[src/rtl/button_conditioner.sv]
// Push-button conditioner: 2-flop synchroniser, per-button debounce FSM, press/release pulses, sticky pending flag.
// Optional auto-repeat while held is built when LONG_PRESS_EN is defined.
module button_conditioner #(
    parameter int unsigned N               = 2,
    parameter int unsigned CNT_W           = 24,
    parameter int unsigned DEBOUNCE_CYCLES = 250000,
    parameter int unsigned LONG_CYCLES     = 12000000,
    parameter int unsigned REPEAT_CYCLES   = 3000000
) (
    input  logic         clk,
    input  logic         reset,
    input  logic [N-1:0] btn_async,
    output logic [N-1:0] btn_level,
    output logic [N-1:0] press,
    output logic [N-1:0] release_pulse,
    output logic [N-1:0] repeat_pulse,
    output logic [N-1:0] pending,
    input  logic [N-1:0] pending_clr
);

    typedef enum logic [1:0] {IDLE, ARM_HI, HELD, ARM_LO} state_t;

    localparam logic [CNT_W-1:0] DEB_LAST = CNT_W'(DEBOUNCE_CYCLES - 1);

    // Reject parameter sets the counters cannot represent.
    generate
        if (DEBOUNCE_CYCLES < 2 || LONG_CYCLES <= REPEAT_CYCLES ||
            (64'(LONG_CYCLES) >> CNT_W) != 64'd0) begin : g_bad_cfg
            $error("button_conditioner: invalid parameter combination");
        end
    endgenerate

    logic [N-1:0] sync1;
    logic [N-1:0] sync2;
    logic [N-1:0] clr_q;

    // Two-stage synchroniser; firmware clear strobes are registered alongside.
    always_ff @(posedge clk) begin
        if (reset) begin
            sync1 <= '0;
            sync2 <= '0;
            clr_q <= '0;
        end else begin
            sync1 <= btn_async;
            sync2 <= sync1;
            clr_q <= pending_clr;
        end
    end

    for (genvar i = 0; i < N; i++) begin : g_btn
        state_t           st;
        logic [CNT_W-1:0] cnt;
        logic             lvl;
        logic             prs;
        logic             rel;
        logic             rpt;
        logic             pnd;

        always_ff @(posedge clk) begin
            if (reset) begin
                st  <= IDLE;
                cnt <= '0;
                lvl <= 1'b0;
                prs <= 1'b0;
                rel <= 1'b0;
            end else begin
                prs <= 1'b0;
                rel <= 1'b0;
                case (st)
                    IDLE: begin
                        if (sync2[i]) begin
                            st  <= ARM_HI;
                            cnt <= CNT_W'(1);
                        end
                    end
                    ARM_HI: begin
                        if (!sync2[i]) begin
                            st  <= IDLE;
                            cnt <= '0;
                        end else if (cnt == DEB_LAST) begin
                            st  <= HELD;
                            cnt <= '0;
                            lvl <= 1'b1;
                            prs <= 1'b1;
                        end else begin
                            cnt <= cnt + CNT_W'(1);
                        end
                    end
                    HELD: begin
                        if (!sync2[i]) begin
                            st  <= ARM_LO;
                            cnt <= CNT_W'(1);
                        end
                    end
                    ARM_LO: begin
                        if (sync2[i]) begin
                            st  <= HELD;
                            cnt <= '0;
                        end else if (cnt == DEB_LAST) begin
                            st  <= IDLE;
                            cnt <= '0;
                            lvl <= 1'b0;
                            rel <= 1'b1;
                        end else begin
                            cnt <= cnt + CNT_W'(1);
                        end
                    end
                    default: begin
                        st  <= IDLE;
                        cnt <= '0;
                    end
                endcase
            end
        end

`ifdef LONG_PRESS_EN
        localparam logic [CNT_W-1:0] LONG_LAST = CNT_W'(LONG_CYCLES - 1);
        localparam logic [CNT_W-1:0] RELOAD    = CNT_W'(LONG_CYCLES - REPEAT_CYCLES);
        logic [CNT_W-1:0] hold;

        // Hold timer runs only while staying in HELD; reload spaces later repeats by REPEAT_CYCLES.
        always_ff @(posedge clk) begin
            if (reset) begin
                hold <= '0;
                rpt  <= 1'b0;
            end else begin
                rpt <= 1'b0;
                if (st == HELD && sync2[i]) begin
                    if (hold == LONG_LAST) begin
                        hold <= RELOAD;
                        rpt  <= 1'b1;
                    end else begin
                        hold <= hold + CNT_W'(1);
                    end
                end else begin
                    hold <= '0;
                end
            end
        end
`else
        assign rpt = 1'b0;
`endif

        // Sticky flag: a set in the same cycle as a clear wins.
        always_ff @(posedge clk) begin
            if (reset) begin
                pnd <= 1'b0;
            end else begin
                pnd <= (pnd & ~clr_q[i]) | prs | rpt;
            end
        end

        assign btn_level[i]     = lvl;
        assign press[i]         = prs;
        assign release_pulse[i] = rel;
        assign repeat_pulse[i]  = rpt;
        assign pending[i]       = pnd;
    end

endmodule
[config.mk]
export PLATFORM = sky130hd
export DESIGN_NAME = button_conditioner
export DESIGN_NICKNAME = d
export VERILOG_FILES = /design/src/rtl/button_conditioner.sv
export SDC_FILE = /design/constraint.sdc
export NUM_CORES = 1
export LEC_CHECK = 0
export ABC_AREA = 1
export ABC_CLOCK_PERIOD_IN_PS = 3530
export CORE_MARGIN = 4
export CORE_UTILIZATION = 60
export CTS_CLUSTER_DIAMETER = 40
export DETAILED_ROUTE_END_ITERATION = 8
export MAX_ROUTING_LAYER = met4
export PLACE_DENSITY = 0.75
export SYNTH_ARGS = -nofsm -noshare
export SYNTH_HDL_FRONTEND = slang
export SYNTH_SLANG_ARGS = --single-unit
[constraint.sdc]
create_clock -name clk -period 3.53 [get_ports clk]
set_input_delay 0.353 -clock clk [delete_from_list [all_inputs] [get_ports clk]]
set_output_delay 0.353 -clock clk [all_outputs]
set_load 0.02 [all_outputs]
### Word level (Yosys, flattened, before mapping)

Cells that the tools add are included.

| storage, ports and cells | value |
|---|---|
| word-level logic and storage cells | 105 |
| register bits after elaboration | 66 |
| output and inout port bits | 10 |
| input bits | 6 |

| operators by class | value |
|---|---|
| eq/ne operators | 24 |
| bitwise logic cells | 12 |
| $add $sub $neg | 2 |
| mux-type cells | 38 |
| reduce and logical (&&, ||, !) cells | 14 |

Operators with widths:

| cell | number |
|---|---|
| 24-bit two-way mux | 10 |
| 24-bit case mux with 4 select lines | 2 |
| 24-bit by 1-bit adder with 24-bit output, second input constant | 2 |
| 24-bit by 18-bit equality test with 1-bit output, second input constant | 2 |
| 2-bit two-way mux | 12 |
| 2-bit != test, second input constant | 12 |
| 2-bit case mux with 4 select lines | 2 |
| 3-bit != test, second input constant | 4 |
| 3-bit OR reduction | 4 |
| 1-bit two-way mux | 10 |
| 5-bit AND reduction | 2 |
| 2-bit equality test, second input constant | 4 |
| 1-bit inverter | 8 |
| 4-bit AND reduction | 2 |
| 2-bit by 1-bit equality test with 1-bit output, second input constant | 2 |
| 2-bit logical NOT | 2 |
| 1-bit case mux with 2 select lines | 2 |
| 2-bit AND reduction | 2 |
| 2-bit nonzero test | 2 |
| 1-bit AND | 2 |
| 1-bit bitwise OR | 2 |

### Longest topological paths before layout

Gate-level depths: netlist (run 1).

| logic depth | value |
|---|---|
| depth in word-level cells | 4 |
| depth in mapped cells | 11 |
| mapped depth without buffers | 10 |

### Least setup slack after synthesis (run 1)

Ideal clock, no wire load.

| path | value |
|---|---|
| path kind | register to register |
| start point | register g_btn[1].cnt[1] |
| end point | register g_btn[1].cnt[12] |
| setup time | 0.131 ns |
| cell stages (with the launch flop) | 10 |
| buffers on the path | 1 |
| data arrival time | 1.343 ns |
| required time | 3.399 ns |
| slack | 2.057 ns |
| period minus slack after synthesis | 1.473 ns |
| cells stage by stage | dfxtp_1 ha_1 nand3_1 nor2_2 nand3_4 nand2_4 inv_4 buf_8 nand2_1 a21oi_2 |

| on the way | value |
|---|---|
| cells in the longest elaborated chain, start to end | 4 |
| elaborated cells between the ends (all ways) | 6 |
| classes of those cells | add/sub (1); eq/ne (1); mux (4) |

RTL lines:

| item | RTL line | source |
|---|---|---|
| from (decl) | 52 | `logic [CNT_W-1:0] cnt;` |
| from (signal assigned) | 86 | `cnt <= cnt + CNT_W'(1);` |
| from (signal assigned) | 105 | `cnt <= cnt + CNT_W'(1);` |
| 24-bit by 1-bit adder with 24-bit output / 24-bit by 18-bit equality test with 1-bit output (equally long branches) | - |  |
| 24-bit two-way mux (*) | 80, 99 |  |
| 24-bit two-way mux (on tied branches) | 96, 77 |  |
| 24-bit case mux with 4 select lines (*) | 69 | `case (st)` |

Every way passes the cells marked *; elsewhere a longest branch is shown, timed or not.
A chain may end at the register's enable or synchronous reset.

==> summary.md, run 1 <==
| Metric | Value |
|---|---|
| Antenna violations before repair | `0` |
| Total CTS buffers | `9` |
| First-pass GRT wire length | `roughly 14,000 um` |
| Post-Syn Area per Cell | `6.494 um2` |
| DRC viols | `0` |
| TritonCTS clock tree | `yes` |
| CP Cell Sequence | `clkdlybuf4s50_1, buf_4, inv_1, nand3_1, nor2_1, nor2_1, nor2_1` |
| Clk root buf | `clkbuf_8` |
| Via count | `3,549` |
| Top post-synthesis cells by count | `nand2_1 (157), nor2_1 (90), dfxtp_1 (66)` |
| Startpoint types | `input port` |
| Die height | `slightly below 90 um` |
| Crit path kind | `input port to flip-flop` |
| RePlAce Congestion | `0.9234` |
| HPWL after detailed placement | `5666 um` |
| Resized Gates After CTS | `0` |
| Postcts setup bufs | `0` |
| 1st-pass router iterations | `7` |
| Share of layout cells above drive strength 1 | `10.15%` |
| Core area | `~6000 um2` |
| Fill cells | `between 500 and 600` |
| Hold WC Path Type | `flip-flop to flip-flop` |
| Drt total wl | `8135 um` |
| Setup_tns | `0 ns` |
| Post-CTS Hold Buffers | `0` |
| Crit path capture type | `flip-flop` |
| Synth cell types | `37` |
| Leading area contributor after synthesis | `dfxtp_1` |
| Design Power | `0.001596 W` |
| Count leader, synth | `nand2_1` |
| Grt ovf | `0` |
| Final Skew | `about 0.0075 ns` |
| # placed instances | `650` |
| Status | `finished clean` |
| Min cycle time layout | `2.106 ns` |
| Max Slew Vio Count | `0` |
| Synth Area in Simple Gates | `39.89%` |
| Area contributors post-synth | `dfxtp_1 (35%), nand2_1 (16%), nor2_1 (8.9%)` |
| Rel. slew slack | `about a fifth` |
| Max clock buf depth | `2` |
| 1st-iter DRT viols | `173` |
| I/O Pins | `16` |
| Worst VDD drop | `267.8 uV` |
| Cells after Synth | `583` |
| Multiplexer share of the synthesized area | `0%` |
| FMAX | `0.4748 GHz` |
| Wirelength per Cell | `12.21 um` |
| Critical path's most frequent cell | `nor2_1` |
| Vias in the first global route | `3,220` |
| Fraction of registers with async set/reset | `0%` |
| Final cell count without fillers | `666` |
| Power per cell area | `391.1 nW/um2` |
| Yosys top cell area share | `34.90%` |
| Initial Util | `a little over three fifths` |
| Slew @ Worst Pin | `1.195 ns` |
| Fin. Hold Viols | `0` |
| Post-synth EDFFs | `0` |
| Fin util | `67.71%` |
| Worst Path Arrival | `2.40 ns` |
| Clk_lat worst skew | `0.35 ns` |
| RSZ-0062 raised after global routing | `no` |
| # diodes | `0` |
| Commonest register cell after synthesis | `dfxtp_1` |
| Gr usage total | `24.00%` |
| CTS Sinks | `66` |
| Row count | `28` |
| Crit path largest cell delay | `0.89 ns` |
| Count of state elements after synthesis | `66` |
| Via density | `about 5.3` |
| Max-cap viol count | `0` |
| PortBufs | `13` |
| Die area | `7645 um2` |
| Post-synthesis sequential area ratio | `34.90%` |
| Leak | `1.486 nW` |
| Largest family of logic cells by synthesized area | `simple AND/OR/NAND/NOR gates` |
| Clock slew at reported path FFs | `0.08 ns` |
| Worst path required time | `3.82 ns` |
| Crit-path max FO | `38` |
| Synth warn | `0` |
| Min Hold Slack | `approximately 0.4 ns` |
| Post-synthesis cell area | `3786 um2` |
| Synth Area in Adders | `0.6609%` |
| H-tree levels | `3` |
| Slowest cell on crit path | `inv_1` |
| Layout area overhead | `7.766%` |
| Setup-failing EPs final | `0` |
| Die X | `87.44 um` |
| Compound-Gate Fraction of Synth Area | `a little over a tenth` |
| Antenna Nets Post-Route | `0` |
| Final #Nets | `594` |
| Synth Area in XOR/XNOR | `2.545%` |
| Largest net degree at the start of global routing | `39` |
| Fin crit share | `between 50 and 60%` |
## cell families after synthesis
kind of cell	count (synthesis)
AO/OA/AOI/OAI	76
XOR/XNOR	11
adder cells (fa/ha/maj)	2
buffers and inverters	93
flip-flops	66
other	1
AND/OR/NAND/NOR	334
## layer usage
| layer | GRT usage [%] | wire, um | vias up |
|---|---|---|---|
| li1 | - | - | 1837 |
| met3 | 5.298 | 360 | 16 |
| met2 | 39.86 | 3960 | 83 |
| met5 | - | 0 | - |
| met1 | 27.36 | 3615 | 1613 |
| met4 | 11.16 | 198 | 0 |
## stage by stage
step / cell area [um2] / setup slack [ns]
after detailed placement: 3852 / 1.060
after global routing: 4080 / 1.207
after floorplan: 3790 / 2.057
after global placement: 3852 / 1.116
final: 4080 / 1.424
after CTS: 4080 / 1.432
## final cells by class
type | instances | area (um2) | share of cell area (%)
clock buffers | 10 | 137.6 | 3.373
clock inverters | 6 | 90.09 | 2.208
inverters | 70 | 265.3 | 6.501
multi-input cells | 425 | 2034 | 49.86
flip-flops and latches | 66 | 1321 | 32.38
well taps | 75 | 93.84 | 2.300
repair buffers | 14 | 137.6 | 3.373
## worst paths after layout
check | end | slack, ns | cells past startpoint | start
setup reg to reg | g_btn[0].cnt[14] | 1.75 | 8 | g_btn[0].cnt[0]
hold reg to reg | sync2[0] | 0.41 | 2 | sync1[0]
setup / recovery | g_btn[1].cnt[16] | 1.42 | 7 | reset
hold / removal | sync2[0] | 0.41 | 2 | sync1[0]
## cells in the final DEF (no fill, tap or decap), types with 8 or more instances in the layout
master	netlist	final
nor3_1	8	8
nand2_2	10	10
nand4_1	13	13
o21ai_0	30	30
nor2_1	90	90
nand3_1	29	29
clkbuf_8	1	10
clkdlybuf4s50_1	0	13
dfxtp_1	66	66
nand2_1	157	157
inv_1	64	64
a21oi_1	37	37
nor2_2	10	10
## power by group
group	leakage [nW]	switching (W)	internal (W)
registers	0.534	0.00000826	0.000754
logic	0.840	0.0000725	0.0000270
clock network	0.112	0.000316	0.000418
total	1.49	0.000397	0.00120
## critical path, delay by kind of cell
kind                   cells  cell delay [ns]
and+or+nand+nor            4             0.52
buffers and inverters      3             1.50
## sequential cells by signal, indices dropped and copies added (netlist names), named ones only
name       cells
g_btn.pnd      2
g_btn.st       2
sync2          2
clr_q          2
g_btn.rel      2
g_btn.cnt     48
g_btn.lvl      2
g_btn.prs      2
sync1          2
Power figures use the tool's default switching activity.
==> run 2, diff against run 1 <==
Settings changed: ABC_CLOCK_PERIOD_IN_PS 3530 to 2180.
Clock period 3.53 ns to 2.18 ns, I/O delays scaled along.
==> run 2 against run 1 <==
  * Hold slack lost 0.025 ns
  * Highest routed layer unchanged
  * Core utilization is 0.62 points higher
  * Die area unchanged
  * Critical path type is now flip-flop to flip-flop
  * Final cell count increased by 0.45%
  * Clock-buffer cell count unchanged
  * Global-route usage increased by 2.2 points
  * Clock skew is 0.0010 ns higher
==> summary.md, run 2 (synthesized netlist as in run 1, its figures left out) <==
| Metric | Value |
|---|---|
| Status | `finished clean` |
| HPWL after detailed placement | `6205 um` |
| Crit-path max FO | `11` |
| 1st-pass router iterations | `4` |
| Biggest register | `g_btn.cnt` |
| Max Slew Vio Count | `0` |
| Min cycle time layout | `around 1.8 ns` |
| Setup_tns | `0 ns` |
| PortBufs | `13` |
| Fin crit share | `81.32%` |
| Crit path largest cell delay | `0.38 ns` |
| Final Skew | `0.008504 ns` |
| CP Cell Sequence | `inv_1, nand2_1, and2_1, nand2_1, inv_1, buf_4, nand2_1, a21oi_1` |
| Share of layout cells above drive strength 1 | `10.44%` |
| Die X | `about 87 um` |
| CTS Sinks | `66` |
| 1st-iter DRT viols | `143` |
| Core area | `about 6000 um2` |
| Layout area overhead | `8.757%` |
| Most frequent cells in the layout | `nand2_1 (157), nor2_1 (90), dfxtp_1 (66), inv_1 (64), a21oi_1 (37)` |
| R2R depth | `8` |
| Die area | `7645 um2` |
| Commonest non-fill, non-tap cell in the layout | `nand2_1` |
| Resized Gates After CTS | `0` |
| Initial Util | `62.83%` |
| RePlAce Congestion | `0.9675` |
| Clk root buf | `clkbuf_8` |
| Critical path's most frequent cell | `nand2_1` |
| Row count | `28` |
| Worst path required time | `about 2.5 ns` |
| Antenna violations before repair | `0` |
| Sw power | `0.0006506 W` |
| Total CTS buffers | `9` |
| Number of flip-flops in the largest register | `48` |
| Drt total wl | `8898 um` |
| Via density | `5.330` |
| Largest net degree at the start of global routing | `27` |
| Hold Crit Depth | `3` |
| Postcts setup bufs | `0` |
| Gr usage total | `roughly a quarter` |
| Hold WC Path Type | `input port to flip-flop` |
| Final #Nets | `roughly 600` |
| Setup-failing EPs final | `0` |
| Wirelength per Cell | `13.30 um` |
| Logic gate share of total power | `6.6%` |
| Worst VDD drop | `just over 600 uV` |
| RSZ-0062 raised after global routing | `no` |
| Fin. Hold Viols | `0` |
| DRC viols | `0` |
| Startpoint types | `flip-flop` |
| Via count | `3,566` |
| Hold_sp | `btn_async[1]` |
| I/O Pins | `16` |
| FMAX | `0.5641 GHz` |
| CP bufs+invs | `3` |
| First-pass GRT wire length | `15,440 um` |
| Vias in the first global route | `3,569` |
| # diodes | `0` |
| Switching share of power | `24.21%` |
| Min Hold Slack | `approximately 0.38 ns` |
| Clock slew at reported path FFs | `approximately 0.080 ns` |
| Worst Path Arrival | `2.05 ns` |
| Crit path capture type | `flip-flop` |
| Max clock buf depth | `2` |
| Post-CTS Hold Buffers | `0` |
| Worst Hold Path EP | `sync1[1]` |
| Crit path max-delay family | `buffers and inverters` |
| Leak | `1.505 nW` |
| Fill cells | `532` |
| Worst reg2reg setup slack | `between 0.4 and 0.5 ns` |
| Power per cell area | `approximately 650 nW/um2` |
| Max-cap viol count | `0` |
| Slowest cell on crit path | `dfxtp_1` |
| TritonCTS clock tree | `yes` |
| Grt ovf | `0` |
| Cell internal pwr | `0.002037 W` |
| Die height | `slightly below 90 um` |
| Crit path kind | `flip-flop to flip-flop` |
| Clk_lat worst skew | `0.34 ns` |
| Reg-to-reg endpoint | `g_btn[0].cnt[17]` |
| Clock power frac | `47.5%` |
| Sequential power share | `45.9%` |
| H-tree levels | `3` |
| Reg-to-reg startpoint | `sync2[0]` |
| Antenna Nets Post-Route | `0` |
==> run 2: power groups by stage <==
| stage | combinational [W] | sequential, W | clock (W) |
|---|---|---|---|
| 6_report | 0.000177 | 0.00123 | 0.00128 |
| 5_1_grt | 0.000199 | 0.00124 | 0.00135 |
| 4_1_cts | 0.000178 | 0.00123 | 0.00129 |
| 3_5_place_dp | 0.000175 | 0.00126 | 0 |
| 3_3_place_gp | 0.000171 | 0.00126 | 0 |
| 2_1_floorplan | 0.000137 | 0.00126 | 0 |
==> run 2: worst max-delay path by stage <==
| stage | from | to | slack, ns | depth (start not counted) |
|---|---|---|---|---|
| floorplan | g_btn[1].cnt[1] | g_btn[1].cnt[12] | 0.71 | 9 |
| global placement | flip-flop | g_btn[0].cnt[12] | 0.54 | 8 |
| detailed placement | g_btn[0].cnt[0] | g_btn[0].cnt[4] | 0.44 | 8 |
| CTS | sync2[0] | g_btn[0].cnt[12] | 0.41 | 8 |
| global route | sync2[0] | g_btn[0].cnt[12] | 0.25 | 8 |
| finish | sync2[0] | g_btn[0].cnt[17] | 0.41 | 8 |
==> run 2: layout make-up <==
type	instances	area (um2)	area share, %
inverter	70	265.3	6.442
clock inverter	6	115.1	2.795
tap	75	93.84	2.279
clock buffer	10	127.6	3.099
multi-input combinational	425	2034	49.41
sequential	66	1321	32.09
timing repair buffer	17	160.2	3.889
==> run 2: per-stage QoR <==
stage	power (W)	setup WS, ns	instance area [um2]	util, %	cells
floorplan	0.001396	0.7068	3790	-	584
global placement	0.001432	0.5359	3875	64.31	653
detailed placement	0.001438	0.4429	3875	64.31	653
CTS	0.002704	0.4147	4118	68.33	669
global route	0.002785	0.2521	4118	68.33	669
finish	0.002688	0.4073	4118	68.33	669
==> run 2: metal layers <==
layer / share of wire [%] / vias up / global-route usage [%] / routed length, um
li1: - / 1837 / - / -
met1: 41 / 1608 / 27.91 / 3686
met2: 52 / 94 / 46.78 / 4658
met3: 3.9 / 27 / 4.068 / 343
met4: 2.3 / 0 / 12.83 / 209
met5: 0 / - / - / 0
==> run 2: worst reg2reg max path, delay by kind of cell, from the launching register on <==
family / cells / cell delay [ns]
AND/OR/NAND/NOR: 4 / 0.54
AO/OA/AOI/OAI: 1 / 0.13
buffers and inverters: 3 / 0.65
flip-flops: 1 / 0.38
==> run 3, diff against run 2 <==
Settings changed: ABC_CLOCK_PERIOD_IN_PS 2180 to 1700.
Clock period 2.18 ns to 1.7 ns, I/O delays scaled along.
==> run 3 against run 2 <==
  * Non-clock buffer count increased by 9
  * Clock skew fell by 0.0030 ns
  * Setup slack worse by 0.30 ns
  * Clock power increased by 17%
  * Largest cell class unchanged
==> summary.md, run 3 (synthesized netlist as in run 1, its figures left out) <==
| Metric | Value |
|---|---|
| Worst setup margin | `0.1099 ns` |
| # diodes | `0` |
| Crit path largest cell delay | `0.37 ns` |
| Layout area overhead | `11.24%` |
| Antenna Nets Post-Route | `0` |
| Gr usage total | `24.72%` |
| Clk root buf | `clkbuf_8` |
| CTS Sinks | `66` |
| Slowest cell on crit path | `dfxtp_1` |
| Final Skew | `0.005520 ns` |
| Initial Util | `62.83%` |
| Final cell count without fillers | `a little under 700` |
| Status | `finished clean` |
| Final #Nets | `606` |
| Fin crit share | `93.54%` |
| Vias in the first global route | `roughly 3.4k` |
| Wirelength per Cell | `12.51 um` |
| Biggest register | `g_btn.cnt` |
| Via density | `5.279` |
| H-tree levels | `3` |
| Fin. Hold Viols | `0` |
| Die X | `about 90 um` |
| Clk_lat worst skew | `0.35 ns` |
| Setup WS pre-CTS | `~0.038 ns` |
| Number of flip-flops in the largest register | `48` |
| Crit-path max FO | `7` |
| Post-CTS Hold Buffers | `0` |
| HPWL after detailed placement | `6110 um` |
| Drt total wl | `roughly 8500 um` |
| Max Slew Vio Count | `0` |
| Power per cell area | `around 790 nW/um2` |
| TritonCTS clock tree | `yes` |
| # placed instances | `661` |
| Most frequent cells in the layout | `nand2_1 (157), nor2_1 (90), dfxtp_1 (65), inv_1 (64), a21oi_1 (37)` |
| Worst VDD drop | `721.1 uV` |
| RePlAce Congestion | `0.9456` |
| Clock slew at reported path FFs | `0.08 ns` |
| PortBufs | `13` |
| Min cycle time layout | `1.590 ns` |
| Crit path kind | `flip-flop to flip-flop` |
| Startpoint types | `flip-flop` |
| DRC viols | `0` |
| Final Instance Area | `4212 um2` |
| Row count | `28` |
| Share of layout cells above drive strength 1 | `roughly 12%` |
| 1st-pass router iterations | `5` |
| Commonest non-fill, non-tap cell in the layout | `nand2_1` |
| I/O Pins | `16` |
| Placed Area | `3948 um2` |
| Total CTS buffers | `9` |
| Max-cap viol count | `0` |
| Largest net degree at the start of global routing | `27` |
| FMAX | `0.6289 GHz` |
| Die height | `87.44 um` |
| 1st-iter DRT viols | `131` |
| Min Hold Slack | `0.3331 ns` |
| CP Cell Sequence | `ha_1, nand3_2, nor2_2, nand3_4, nand2_4, nor2_1, o21ai_0, inv_1` |
| Setup-failing EPs final | `0` |
| Die area | `7645 um2` |
| Antenna violations before repair | `0` |
| Grt ovf | `0` |
| Hold WC Path Type | `input port to flip-flop` |
| Max clock buf depth | `2` |
| CP bufs+invs | `1` |
| Fin util | `between 60% and 70%` |
| Crit path max-delay family | `simple AND/OR/NAND/NOR gates` |
| First-pass GRT wire length | `14,700 um` |
| Core area | `6026 um2` |
| Worst path required time | `1.95 ns` |
| Leak | `about 1.6 nW` |
| Worst Path Arrival | `1.84 ns` |
| Via count | `3,579` |
| Crit path capture type | `flip-flop` |
run 3: worst reg2reg max path, delay by kind of cell, from the launching register on:
kind	cells	cell delay [ns]
AND/OR/NAND/NOR	5	0.68
flip-flops	1	0.37
adder cells (fa/ha/maj)	1	0.23
AO/OA/AOI/OAI	1	0.16
buffers and inverters	1	0.05
run 3: cell type report:
type / count / area, um2
Multi-Input combinational cell: 425 / 2061
Fill cell: 555 / 1814
Sequential cell: 66 / 1323
Inverter: 70 / 267.8
Timing Repair Buffer: 26 / 240.2
Clock buffer: 9 / 123.9
Clock inverter: 7 / 102.6
Tap cell: 75 / 93.84
run 3: repair_timing:
| item | 4_1_cts | 5_1_grt |
|---|---|---|
| resized for setup | 0 | 8 |
| setup buffers | 0 | 1 |
| endpoints found under the setup margin | 0 | 33 |
run 3: worst paths after layout:
path                        start               to  slack (ns)  cells after the start
setup / recovery  g_btn[1].cnt[1]  g_btn[1].cnt[2]        0.11                      8
hold / removal       btn_async[1]         sync1[1]        0.33                      3
setup reg to reg  g_btn[1].cnt[1]  g_btn[1].cnt[2]        0.11                      8
hold reg to reg          sync1[0]         sync2[0]        0.41                      2
run 3: report_power, final:
group | total, W | internal, W | switching [W]
registers | 0.00158 | 0.00157 | 0.0000169
clock network | 0.00150 | 0.000840 | 0.000662
logic | 0.000245 | 0.0000868 | 0.000158
run 3: metal layers:
metal  share of wire [%]  GRT usage [%]  up-vias
met5                   0              -        -
met4                 1.9          11.02        0
met3                 4.0          3.217       17
met2                  52          43.29       86
met1                  43          27.87     1618
li1                    -              -     1858
run 3: stage by stage:
step	total power, W	TNS [ns]
3_3_place_gp	0.001858	0
6_report	0.003331	0
3_5_place_dp	0.001863	0
5_1_grt	0.003460	-0.03024
2_1_floorplan	0.001790	0
4_1_cts	0.003350	0
